**src/rtl/stream_rr_arbiter.sv**
```systemverilog
// Round-robin arbiter sharing one valid/ready byte channel among NUM_REQ requesters,
// with bounded bursts and a 2-entry registered output stage. Define ARB_STALL_CNT_EN to add stall_cnt_o.
module stream_rr_arbiter #(
    parameter int NUM_REQ   = 4,
    parameter int DATA_W    = 8,
    parameter int MAX_BURST = 4,
    parameter int SRC_W     = 2
) (
    input  logic                      clk,
    input  logic                      reset,
    input  logic [NUM_REQ-1:0]        i_valid_i,
    input  logic [NUM_REQ*DATA_W-1:0] i_data_i,
    output logic [NUM_REQ-1:0]        i_ready_o,
    input  logic                      e_ready_i,
    output logic                      e_valid_o,
    output logic [DATA_W-1:0]         e_data_o,
    output logic [SRC_W-1:0]          e_src_o
`ifdef ARB_STALL_CNT_EN
    ,
    output logic [15:0]               stall_cnt_o
`endif
);

    localparam int BW = 4;

    logic [1:0]        occ_q, occ_d;
    logic [DATA_W-1:0] main_data_q, main_data_d, skid_data_q, skid_data_d;
    logic [SRC_W-1:0]  main_src_q, main_src_d, skid_src_q, skid_src_d;
    logic [SRC_W-1:0]  owner_q, owner_d, rr_ptr_q, rr_ptr_d;
    logic              owner_vld_q, owner_vld_d;
    logic [BW-1:0]     burst_cnt_q, burst_cnt_d;

    logic              can_accept, accept, pop, sel_found;
    logic [SRC_W-1:0]  sel, scan_idx;
    logic [DATA_W-1:0] sel_data;

    function automatic logic [SRC_W-1:0] wrap_inc(input logic [SRC_W-1:0] x);
        return (int'(x) == NUM_REQ - 1) ? '0 : x + 1'b1;
    endfunction

    assign can_accept = (occ_q != 2'd2);
    assign e_valid_o  = (occ_q != 2'd0);
    assign e_data_o   = main_data_q;
    assign e_src_o    = main_src_q;
    assign pop        = e_valid_o & e_ready_i;
    assign accept     = can_accept & sel_found;

    // A live owner keeps the grant; otherwise scan from rr_ptr, nearest offset wins.
    always_comb begin
        sel_found = 1'b0;
        sel       = '0;
        scan_idx  = '0;
        if (owner_vld_q && i_valid_i[owner_q] && (burst_cnt_q < BW'(MAX_BURST))) begin
            sel_found = 1'b1;
            sel       = owner_q;
        end else begin
            for (int i = NUM_REQ - 1; i >= 0; i--) begin
                scan_idx = SRC_W'((int'(rr_ptr_q) + i) % NUM_REQ);
                if (i_valid_i[scan_idx]) begin
                    sel_found = 1'b1;
                    sel       = scan_idx;
                end
            end
        end
    end

    always_comb begin
        i_ready_o = '0;
        sel_data  = '0;
        for (int k = 0; k < NUM_REQ; k++) begin
            i_ready_o[k] = accept && (sel == SRC_W'(k));
            if (sel == SRC_W'(k)) sel_data = i_data_i[k*DATA_W +: DATA_W];
        end
    end

    // Ownership only moves when the output stage can take a beat.
    always_comb begin
        owner_d     = owner_q;
        owner_vld_d = owner_vld_q;
        burst_cnt_d = burst_cnt_q;
        rr_ptr_d    = rr_ptr_q;
        if (can_accept) begin
            if (owner_vld_q && !i_valid_i[owner_q]) begin
                owner_vld_d = 1'b0;
                rr_ptr_d    = wrap_inc(owner_q);
            end
            if (accept) begin
                if (owner_vld_q && (sel == owner_q)) begin
                    burst_cnt_d = burst_cnt_q + 1'b1;
                end else begin
                    owner_d     = sel;
                    owner_vld_d = 1'b1;
                    burst_cnt_d = BW'(1);
                end
                if (burst_cnt_d == BW'(MAX_BURST)) begin
                    owner_vld_d = 1'b0;
                    rr_ptr_d    = wrap_inc(sel);
                end
            end
        end
    end

    always_comb begin
        occ_d       = occ_q;
        main_data_d = main_data_q;
        main_src_d  = main_src_q;
        skid_data_d = skid_data_q;
        skid_src_d  = skid_src_q;
        case ({accept, pop})
            2'b10: begin
                if (occ_q == 2'd0) begin
                    main_data_d = sel_data;
                    main_src_d  = sel;
                end else begin
                    skid_data_d = sel_data;
                    skid_src_d  = sel;
                end
                occ_d = occ_q + 2'd1;
            end
            2'b01: begin
                main_data_d = skid_data_q;
                main_src_d  = skid_src_q;
                occ_d       = occ_q - 2'd1;
            end
            2'b11: begin
                if (occ_q == 2'd1) begin
                    main_data_d = sel_data;
                    main_src_d  = sel;
                end else begin
                    main_data_d = skid_data_q;
                    main_src_d  = skid_src_q;
                    skid_data_d = sel_data;
                    skid_src_d  = sel;
                end
            end
            default: ;
        endcase
    end

`ifdef ARB_STALL_CNT_EN
    logic [15:0] stall_cnt_q, stall_cnt_d;

    always_comb begin
        stall_cnt_d = stall_cnt_q;
        if (e_valid_o && !e_ready_i && (stall_cnt_q != 16'hFFFF)) stall_cnt_d = stall_cnt_q + 16'd1;
    end

    always_ff @(posedge clk or posedge reset) begin
        if (reset) stall_cnt_q <= '0;
        else       stall_cnt_q <= stall_cnt_d;
    end

    assign stall_cnt_o = stall_cnt_q;
`endif

    always_ff @(posedge clk or posedge reset) begin
        if (reset) begin
            occ_q       <= '0;
            main_data_q <= '0;
            main_src_q  <= '0;
            skid_data_q <= '0;
            skid_src_q  <= '0;
            owner_q     <= '0;
            owner_vld_q <= 1'b0;
            burst_cnt_q <= '0;
            rr_ptr_q    <= '0;
        end else begin
            occ_q       <= occ_d;
            main_data_q <= main_data_d;
            main_src_q  <= main_src_d;
            skid_data_q <= skid_data_d;
            skid_src_q  <= skid_src_d;
            owner_q     <= owner_d;
            owner_vld_q <= owner_vld_d;
            burst_cnt_q <= burst_cnt_d;
            rr_ptr_q    <= rr_ptr_d;
        end
    end

endmodule
```
**config.mk**
```make
export PLATFORM = sky130hd
export DESIGN_NAME = stream_rr_arbiter
export DESIGN_NICKNAME = d
export VERILOG_FILES = /design/src/rtl/stream_rr_arbiter.sv
export SDC_FILE = /design/constraint.sdc
export NUM_CORES = 1
export LEC_CHECK = 0
export CAP_MARGIN = 15
export CORE_ASPECT_RATIO = 0.6
export CORE_MARGIN = 5
export CORE_UTILIZATION = 53
export DETAILED_ROUTE_END_ITERATION = 16
export HOLD_SLACK_MARGIN = 0.02
export PLACE_DENSITY_LB_ADDON = 0.1
export SLEW_MARGIN = 0
export SYNTH_ARGS = -nofsm -noshare
export SYNTH_HDL_FRONTEND = slang
export SYNTH_SLANG_ARGS = --single-unit
```
**constraint.sdc**
```tcl
create_clock -name clk -period 6.3 [get_ports clk]
set_input_delay 0.63 -clock clk [delete_from_list [all_inputs] [get_ports clk]]
set_output_delay 0.63 -clock clk [all_outputs]
set_load 0.03 [all_outputs]
```
; Yosys cells after proc, flatten, opt, wreduce, memory -nomap -nowiden
; Cells that the tools add are included.
[word_totals]
mem_bits_ro = 0
n_memories = 0
output_inout_bits = 15
latchBits = 0
reg_bits = 31
elab_cells = 109
ram_bits = 0
[classes]
n_lt_le_gt_ge = 6
n_reduce_logical = 19
addsub = 8
shift = 0
div_mod_pow = 0
eq_ne = 15
bitwise_logic = 3
muxes = 49
multipliers = 0
[op_table]
columns = operator, n
row1 = 8-bit 2-to-1 mux, 8
row2 = 2-bit 2-to-1 mux, 14
row3 = 8-bit one-hot mux with 3 select lines, 1
row4 = 8-bit one-hot mux with 2 select lines, 1
row5 = "2-bit by 3-bit less-than comparator with 1-bit output, second input constant", 5
row6 = 1-bit 2-to-1 mux, 14
row7 = 4-bit 2-to-1 mux, 3
row8 = 1-bit binary-select mux with 2-bit select, 5
row9 = "2-bit by 1-bit equality test with 1-bit output, second input constant", 5
row10 = "2-bit by 1-bit adder with 2-bit output, second input constant", 4
row11 = "2-bit equality test, second input constant", 4
row12 = 1-bit logical AND, 8
row13 = "2-bit != test, second input constant", 4
row14 = 2-bit one-hot mux with 2 select lines, 2
row15 = 2-bit one-hot mux with 3 select lines, 1
row16 = 3-bit AND reduction, 2
row17 = 2-bit nonzero test, 3
row18 = "2-bit adder, second input constant", 2
row19 = "4-bit by 1-bit adder with 4-bit output, second input constant", 1
row20 = "4-bit by 3-bit equality test with 1-bit output, second input constant", 1
row21 = 2-bit zero test, 2
row22 = "4-bit by 3-bit less-than comparator with 1-bit output, second input constant", 1
row23 = 2-bit AND reduction, 2
row24 = 3-bit nonzero test, 1
row25 = 5 further kinds, 6

; Logic depth before layout (Yosys ltp)
; Gate-level depths: netlist (run 1).
[logic_depth]
word_depth = 16
depth_mapped = 14

; Least setup slack after synthesis (run 1)
; OpenSTA, ideal clock, no wires.
[synth_path]
kind = input to output
from = in i_valid_i[0]
to = out i_ready_o[3]
arrival_time_ps = 2319
path_buffers = 2
path_stages = 9
t_required_ps = 5670
path_slack_ps = 3351
path_cell_list = mux2_4 nand3_2 mux2_4 mux2i_4 inv_2 ha_1 buf_2 clkbuf_1 and2_1
[synth_via]
elab_chain_cells = 9
word_cells_on_any_way = 25
cone_classes = eq/ne (1) / mux (20) / bitwise (1) / reduce/logical (3)
[synth_lines]
columns = element, line_no
row1 = "start, declared", 11  ; input logic [NUM_REQ-1:0] i_valid_i,
row2 = 1-bit binary-select mux with 2-bit select, 59  ; if (i_valid_i[scan_idx]) begin
row3 = 1-bit 2-to-1 mux (not written as such), 59
row4 = 2-bit 2-to-1 mux (4 in series), 59
row5 = 2-bit 2-to-1 mux *, 53  ; if (owner_vld_q && i_valid_i[owner_q] && (burst_cnt_q < BW'(MAX_BURST))) begin
row6 = net sel[0], 34  ; logic [SRC_W-1:0] sel, scan_idx;
row7 = 2-bit equality test *, 71  ; i_ready_o[k] = accept && (sel == SRC_W'(k));
row8 = 1-bit logical AND *, 71
row9 = "end, declared", 13  ; output logic [NUM_REQ-1:0] i_ready_o,
; The timed path passes the listed nets; every way through them passes the cells marked *. The select of a mux whose other input is x is not followed.

; Worst setup path after layout (run 1)
; Ends and elaborated chain as after synthesis.

==> reports/qor.txt, run 1 <==
status -> complete, no violations
Clock Latency Late Sink -> 0.28 ns
setup_tns -> 0 ns
sequential-to-total area share from yosys stat -> 0.360
largest net degree at the start of global routing -> 32
fin crit share -> 0.667
TritonCTS clock tree -> yes
GRT overflow -> 0
Finished Cell Area -> 2800 sq um
hold_buf cts -> 0
Final Max Tran Viols -> 0
cell family with most CP delay -> buffers and inverters
CP bufs+invs -> 3
Pre-Repair DR Iteration Count -> 5
final hold violations -> 0
Post-Syn Instances -> 235
Clock Skew -> 0.0107 ns
Slowest-stage cell, CP -> clkdlybuf4s50_1
Top FF cell, synth -> dfrtp_1
die width -> 92.3 um
antenna cells -> 0
Seq cells post-synth -> 31
most common cell in the netlist -> dfrtp_1
post-synth top area cell -> dfrtp_1
Flop pwr share -> 0.229
Clock Tree Buf Depth -> 2
clock root buffer master -> clkbuf_8
routed vias -> 1,896
multi-input logic area -> 1280 sq um
peak supply drop -> 0.359 mV
Synthesized Nets -> 286
fmax -> 0.238 GHz
IO Count -> 54
Reg area -> 776 sq um
post-cts sizing count -> 0
die area -> 5480 sq um
EDFF count, synth -> 0
vias in the first global route -> 1,806
switching share of power -> 0.475
Filler cells -> 296
Reg clk slew, reported paths -> 0.07 ns
number of setup violations in the final report -> 0
area grow syn2layout -> 29.8%
synthesized area per cell -> 9.16 sq um
Die H -> 59.4 um
Post-layout nets -> 338
core area -> 3790 sq um
CTS Sinks -> 31
initial antenna violation count -> 0
synth unique cells -> 45
RSZ-0062 raised after global routing -> false
Comb pwr share -> 0.680
worst path arrival time -> 3.57 ns
Psw -> 819 uW
DR WL/cell -> 16.1 um
actual slew at the worst max-slew pin -> 0.701 ns
clock network power share -> 0.092
power per cell area -> 617 nW/um^2
critical-path cell list -> clkdlybuf4s50_1, mux2_4, nand3_2, mux2_4, mux2i_4, inv_2, ha_1, and2_1, clkdlybuf4s50_1
vias per cell -> 5.68
final WL -> 5.39 mm
GP Congestion -> 0.842
HPWL Detailed -> 4.09 mm
Cell Rows -> 17
Post-synth ARST share -> 1.00
Yosys top cell area share -> 0.360
Post-DP Area -> 2710 sq um
first-pass GRT wire length -> 8.91 mm
share of layout cells above drive strength 1 -> 0.108
Critical Path End Type -> output pin
Leak -> 1.20 nW
hold crit path type -> flip-flop to flip-flop
post-route ant nets -> 0
synth warn -> 0
min Tclk post-route -> 4.20 ns
Setup Fix Bufs, Post-CTS -> 0
Synth Cell Area -> 2150 sq um
Port Buffers -> 53
ranking of synthesized cells by area -> dfrtp_1, ha_1, mux2_2
DRT iter0 DRCs -> 122
startpoint type of the worst setup path -> input port
Synth top cells by count -> dfrtp_1, nand2_1, nor2_1
internal power component -> 906 uW
crit path max fanout -> 17
Post-route DRC -> 0
CP required -> 5.67 ns
Slew HR -> 0.531
CTS buffer count -> 5
Initial Util -> 0.569
CP Class -> input port to output pin
crit-path max cell delay -> 0.68 ns
GRT Resource Usage Total -> 0.206
H-tree levels -> 2
max_cap viols -> 0
==> cells by family after synthesis <==
| group | share of synthesized area |
|---|---|
| simple gates | 0.191 |
| compound gates | 0.205 |
| flops | 0.360 |
| buf+inv | 0.0442 |
| mux | 0.110 |
| fa+ha+maj | 0.0697 |
| xor+xnor | 0.0203 |
==> sequential cells by signal, indices dropped and copies added, names as in the netlist <==
name / flops
e_data_o: 8
skid_data_q: 8
burst_cnt_q: 4
e_src_o: 2
occ_q: 2
owner_q: 2
rr_ptr_q: 2
skid_src_q: 2
owner_vld_q: 1
==> area by class of cell <==
class,instances,area share
Timing Repair Buffer,55,0.195
Tap cell,47,0.0210
Multi-Input combinational cell,182,0.459
Clock buffer,6,0.0295
Sequential cell,31,0.278
Inverter,12,0.0161
Clock inverter,1,0.00179
==> through the flow <==
stage               std cells  power [mW]  setup WS (ns)   util  hold WS [ns]
finish                    334        1.73           2.10  0.738         0.502
global route              334        1.87           1.87  0.738         0.518
CTS                       334        1.72           2.12  0.738         0.505
detailed placement        327        1.55           2.12  0.715         0.496
global placement          327        1.53           2.25  0.715         0.483
floorplan                 235        1.24           3.35      -         0.464
==> metal layers <==
metal	vias up	share of wire	global-route usage
li1	944	-	-
met1	892	0.53	0.322
met2	60	0.39	0.280
met3	0	0.077	0.0698
met4	0	0	0.0148
met5	-	0	0
==> cell usage in the layout, fill, tap and decap left out, drive strengths merged, types with 2 or more instances in the layout <==
cell type | netlist | routed
nand3 | 7 | 7
clkdlybuf4s50 | 0 | 53
o21ai | 10 | 10
mux2i | 4 | 4
dfrtp | 31 | 31
xnor2 | 5 | 5
nor3 | 3 | 3
nor2 | 26 | 26
o31ai | 7 | 7
ha | 12 | 12
a21oi | 17 | 17
inv | 11 | 11
nor2b | 10 | 10
a221oi | 13 | 13
buf | 3 | 2
a31oi | 2 | 2
nand2b | 3 | 3
a22o | 3 | 3
mux2 | 13 | 13
nand2 | 26 | 26
and2 | 4 | 4
clkbuf | 7 | 6
nand3b | 2 | 2
a22oi | 4 | 4
clkinv | 1 | 2
==> path summary, 6_finish.rpt <==
check                             startpoint      endpoint  slack [ns]  depth (start not counted)
worst min register to register      occ_q[0]      occ_q[0]        0.50                          1
worst min-delay path                occ_q[0]      occ_q[0]        0.50                          1
max in group asynchronous              reset    owner_q[1]        5.26                          3
worst max register to register    owner_q[0]   e_data_o[2]        2.97                         11
worst max-delay path            i_valid_i[0]  i_ready_o[3]        2.10                          9
min in group asynchronous              reset      occ_q[1]        0.74                          3
==> power by group through the flow <==
stage | combinational [mW] | sequential [mW] | clock [mW]
floorplan | 0.807 | 0.433 | 0
global placement | 1.14 | 0.395 | 0
detailed placement | 1.16 | 0.396 | 0
CTS | 1.16 | 0.394 | 0.158
global route | 1.29 | 0.411 | 0.170
finish | 1.17 | 0.394 | 0.158
No activity file was read; power rests on OpenSTA's default activity.
==> run 2: changes to the inputs <==
- CORE_UTILIZATION: 53 -> 49
- clock period: 6.3 -> 4 ns (I/O delays scaled with it)
==> run 2 against run 1 <==
Net effect: die area up 7.0%; design area grew 2.2%; critical endpoint is now i_ready_o[2]; highest routed layer is now met4; non-clock buffer count increased by 2.
==> reports/qor.txt, run 2 (synthesis gave the netlist of run 1 again) <==
number of setup violations in the final report -> 0
fmax -> 0.274 GHz
share of layout cells above drive strength 1 -> 0.117
DR WL/cell -> 15.6 um
final WL -> 5.46 mm
HPWL Detailed -> 4.20 mm
TritonCTS clock tree -> yes
cell family with most CP delay -> buffers and inverters
commonest non-fill, non-tap cell in the layout -> clkdlybuf4s50_1
antenna cells -> 0
dpl cells -> 342
Filler cells -> 327
Cell Rows -> 18
worst path arrival time -> 3.25 ns
die area -> 5860 sq um
clock root buffer master -> clkbuf_8
GRT Resource Usage Total -> 0.196
Reg area -> 776 sq um
GP Congestion -> 0.826
GRT overflow -> 0
Critical Path End Type -> output pin
reg2reg setup slack -> 0.65 ns
CP Class -> input port to output pin
actual slew at the worst max-slew pin -> 0.713 ns
core area -> 4170 sq um
status -> complete, no violations
Final Max Tran Viols -> 0
crit-path max cell delay -> 0.59 ns
crit path from -> i_valid_i[2]
CP required -> 3.60 ns
DRT iter0 DRCs -> 100
pre-CTS setup slack -> 0.378 ns
CTS Sinks -> 31
RSZ-0062 raised after global routing -> false
die width -> 95.6 um
crit path max fanout -> 17
Critical Path Most Common Cell -> clkdlybuf4s50_1
largest net degree at the start of global routing -> 23
vias in the first global route -> 1,747
Die H -> 61.4 um
post-cts sizing count -> 0
Port Buffers -> 53
Clock Tree Buf Depth -> 2
Clock Latency Late Sink -> 0.28 ns
fin crit share -> 0.912
Setup Fix Bufs, Post-CTS -> 0
Tot Pwr -> 2.79 mW
hold crit path type -> input port to async pin
vias per cell -> 5.50
area grow syn2layout -> 32.7%
RR Startpoint -> owner_q[0]
Leak -> 1.23 nW
multi-input logic area -> 1280 sq um
setup ws final -> 0.354 ns
startpoint type of the worst setup path -> input port
Slowest-stage cell, CP -> clkdlybuf4s50_1
final hold violations -> 0
Pre-Repair DR Iteration Count -> 4
Post-layout nets -> 340
initial antenna violation count -> 0
routed vias -> 1,924
Reg clk slew, reported paths -> 0.07 ns
max_cap viols -> 0
first-pass GRT wire length -> 8.59 mm
min Tclk post-route -> 3.65 ns
Clock Skew -> 0.0106 ns
setup_tns -> 0 ns
Slew HR -> 0.523
peak supply drop -> 0.607 mV
H-tree levels -> 2
commonest cells after routing, fill and taps aside -> clkdlybuf4s50_1, dfrtp_1, nor2_1, nand2_1, a21oi_1
IO Count -> 54
Post-route DRC -> 0
CP bufs+invs -> 3
power per cell area -> 976 nW/um^2
hold_buf cts -> 0
Initial Util -> 0.517
Layout Cells excl Fill -> 350
critical-path cell list -> clkdlybuf4s50_1, nor2b_1, a311oi_1, nor2_1, a22oi_1, inv_1, ha_1, and2_1, clkdlybuf4s50_1
CTS buffer count -> 5
post-route ant nets -> 0
-- run 2: changes by cell type in the layout (fill, tap and decap cells not counted), sizes merged --
| cell | previous run | this run |
|---|---|---|
| buf | 2 | 4 |
| bufinv | 0 | 1 |
-- run 2: layer usage --
metal	track usage	routed length, um	vias to the layer above
met1	0.304	2750	894
met4	0.0364	31	0
li1	-	-	947
met2	0.262	2200	79
met3	0.0647	475	4
met5	0	0	-
-- run 2: through the flow --
| stage | hold slack [ns] | instance area (sq um) | util |
|---|---|---|---|
| 2_1_floorplan | 0.464 | 2150 | - |
| 3_3_place_gp | 0.481 | 2740 | 0.657 |
| 3_5_place_dp | 0.495 | 2740 | 0.657 |
| 4_1_cts | 0.397 | 2860 | 0.686 |
| 5_1_grt | 0.410 | 2860 | 0.686 |
| 6_report | 0.390 | 2860 | 0.686 |
-- run 2: final cells by class --
cell class | instances | share of cell area
Multi-Input combinational cell | 182 | 0.449
Sequential cell | 31 | 0.272
Timing Repair Buffer | 57 | 0.196
Clock buffer | 6 | 0.0289
Tap cell | 60 | 0.0263
Inverter | 12 | 0.0158
Clock inverter | 2 | 0.0123
-- run 2: power by group --
group | internal (mW) | switching (mW) | total, mW
Combinational | 0.823 | 1.02 | 1.84
Clock | 0.201 | 0.118 | 0.319
Sequential | 0.480 | 0.148 | 0.628
Total | 1.50 | 1.28 | 2.79
-- run 2: final timing paths --
kind,end,depth (start not counted)
setup / recovery,i_ready_o[2],9
hold / removal,occ_q[0],2
setup reg to reg,e_data_o[7],11
hold reg to reg,occ_q[0],1
max in group asynchronous,skid_data_q[2],3
min in group clk,occ_q[0],1
-- run 2: worst register-to-register path, cell delays in order (launching register included) --
cell and delay, ns:
dfrtp_1 0.59, mux2_4 0.34, nand3_1 0.13, mux2_4 0.21, mux2i_4 0.30, inv_2 0.09, ha_1 0.33, nor2b_1 0.42
a221oi_1 0.18, o31ai_1 0.43, a221oi_1 0.16, nor2_1 0.12
==> run 3: changes to the inputs <==
- CORE_UTILIZATION: 49 -> 53
- CTS_BUF_LIST: default -> sky130_fd_sc_hd__clkbuf_16
- GPL_TIMING_DRIVEN: default -> 0
- clock period: 4 -> 4.2 ns (I/O delays scaled with it)
==> run 3 against run 2 <==
Net effect: cell count fell by 1.7%; power rose by 2.5%; first-iteration DRC count rose by 7.0%; critical path depth rose by 2; global-route usage rose by 2.6 points; wire length rose by 11%; hold slack improved by 0.12 ns.
==> reports/qor.txt, run 3 (synthesis gave the netlist of run 1 again) <==
status -> complete, no violations
Leak -> 1.27 nW
setup ws final -> 0.196 ns
setup_tns -> 0 ns
core area -> 3790 sq um
RR Startpoint -> occ_q[0]
crit-path max cell delay -> 0.68 ns
Min-Delay Path Depth -> 1
final WL -> 6.04 mm
Port Buffers -> 53
commonest cells after routing, fill and taps aside -> clkdlybuf4s50_1, dfrtp_1, nor2_1, nand2_1, a21oi_1
Cell Rows -> 17
CP required -> 3.78 ns
RR Endpoint -> e_data_o[6]
Final Max Tran Viols -> 0
largest net degree at the start of global routing -> 32
reg2reg setup slack -> 0.67 ns
DR WL/cell -> 17.6 um
Reg area -> 776 sq um
number of setup violations in the final report -> 0
fmax -> 0.250 GHz
Die H -> 59.4 um
RSZ-0062 raised after global routing -> false
multi-input logic area -> 1290 sq um
Slew HR -> 0.402
fin crit share -> 0.953
Reg clk slew, reported paths -> 0.05 ns
Tot Pwr -> 2.86 mW
Slowest-stage cell, CP -> clkdlybuf4s50_1
DRT iter0 DRCs -> 107
IO Count -> 54
Filler cells -> 264
crit path max fanout -> 10
pre-CTS setup slack -> 0.299 ns
GRT overflow -> 0
TritonCTS clock tree -> yes
commonest non-fill, non-tap cell in the layout -> clkdlybuf4s50_1
die area -> 5480 sq um
HPWL Detailed -> 4.32 mm
min Tclk post-route -> 4.00 ns
power per cell area -> 973 nW/um^2
actual slew at the worst max-slew pin -> 0.894 ns
Initial Util -> 0.569
CP Class -> input port to output pin
worst hold margin -> 0.514 ns
post-route ant nets -> 0
Clock Tree Buf Depth -> 2
Critical Path End Type -> output pin
Clock Skew -> 0.00575 ns
Clock Latency Late Sink -> 0.27 ns
R2R cell count -> 11
area grow syn2layout -> 36.5%
peak supply drop -> 0.580 mV
first-pass GRT wire length -> 9.45 mm
routed vias -> 2,024
die width -> 92.3 um
WHS Endpoint -> skid_data_q[7]
clock root buffer master -> clkbuf_16
CP bufs+invs -> 5
Pre-Repair DR Iteration Count -> 5
vias in the first global route -> 1,934
antenna cells -> 0
initial antenna violation count -> 0
share of layout cells above drive strength 1 -> 0.114
Post-route DRC -> 0
critical-path cell list -> clkdlybuf4s50_1, mux2_4, nand3_1, mux2_4, mux2i_4, inv_2, ha_1, buf_2, clkbuf_1, and2_1, clkdlybuf4s50_1
vias per cell -> 5.88
max_cap viols -> 0
Post-layout nets -> 347
dpl cells -> 335
min-delay src -> skid_data_q[7]
worst path arrival time -> 3.58 ns
H-tree levels -> 2
Layout Cells excl Fill -> 344
GP Congestion -> 0.793
startpoint type of the worst setup path -> input port
hold crit path type -> flip-flop to flip-flop
Setup Fix Bufs, Post-CTS -> 0
final hold violations -> 0
cell family with most CP delay -> buffers and inverters
CTS buffer count -> 5
GRT Resource Usage Total -> 0.222
CTS Sinks -> 31
run 3: cell count changes in the layout (fill, tap and decap cells not counted):
| cell | change |
|---|---|
| clkinv_1 | +1 |
| buf_4 | -3 |
| clkbuf_8 | -6 |
| clkbuf_1 | +7 |
| buf_2 | +1 |
| a22oi_2 | +1 |
| buf_6 | +1 |
| a22oi_1 | -1 |
| clkbuf_16 | +5 |
| buf_16 | +1 |
run 3: cell type report:
type,count,area share
Clock buffer,5,0.0426
Inverter,12,0.0153
Buffer,10,0.0170
Timing Repair Buffer,54,0.190
Clock inverter,3,0.0132
Sequential cell,31,0.264
Tap cell,47,0.0200
Multi-Input combinational cell,182,0.438
run 3: how the worst max path moves through the flow:
stage,startpoint,cells after the start,slack (ns),end
after detailed placement,i_valid_i[0],11,0.30,i_ready_o[3]
after global placement,i_valid_i[0],11,0.34,i_ready_o[3]
final,i_valid_i[2],11,0.20,i_ready_o[3]
after floorplan,occ_q[0],10,1.40,skid_data_q[0]
after CTS,i_valid_i[2],11,0.24,i_ready_o[3]
after global routing,i_valid_i[2],11,0.05,i_ready_o[3]
run 3: power breakdown:
part / internal (mW) / leakage (nW) / total, mW / switching [mW]
clock network: 0.276 / 0.0812 / 0.400 / 0.124
logic: 0.804 / 0.808 / 1.87 / 1.06
registers: 0.458 / 0.376 / 0.593 / 0.135
run 3: stage by stage:
stage          utilization  instance area, sq um
2_1_floorplan            -                  2150
3_3_place_gp         0.724                  2740
3_5_place_dp         0.724                  2740
4_1_cts              0.768                  2910
5_1_grt              0.776                  2940
6_report             0.776                  2940
run 3: what timing repair did:
item,in CTS,in global routing
hold endpoints to repair,0,0
setup endpoints to repair,0,1
gates resized for setup,0,1
hold buffers,0,0
run 3: per-layer routing:
metal / vias to the layer above / part of all wire / track usage
met5: - / 0 / 0
met1: 948 / 0.46 / 0.309
met4: 0 / 0.0086 / 0.0381
met3: 8 / 0.093 / 0.0799
met2: 95 / 0.44 / 0.339
li1: 973 / - / -
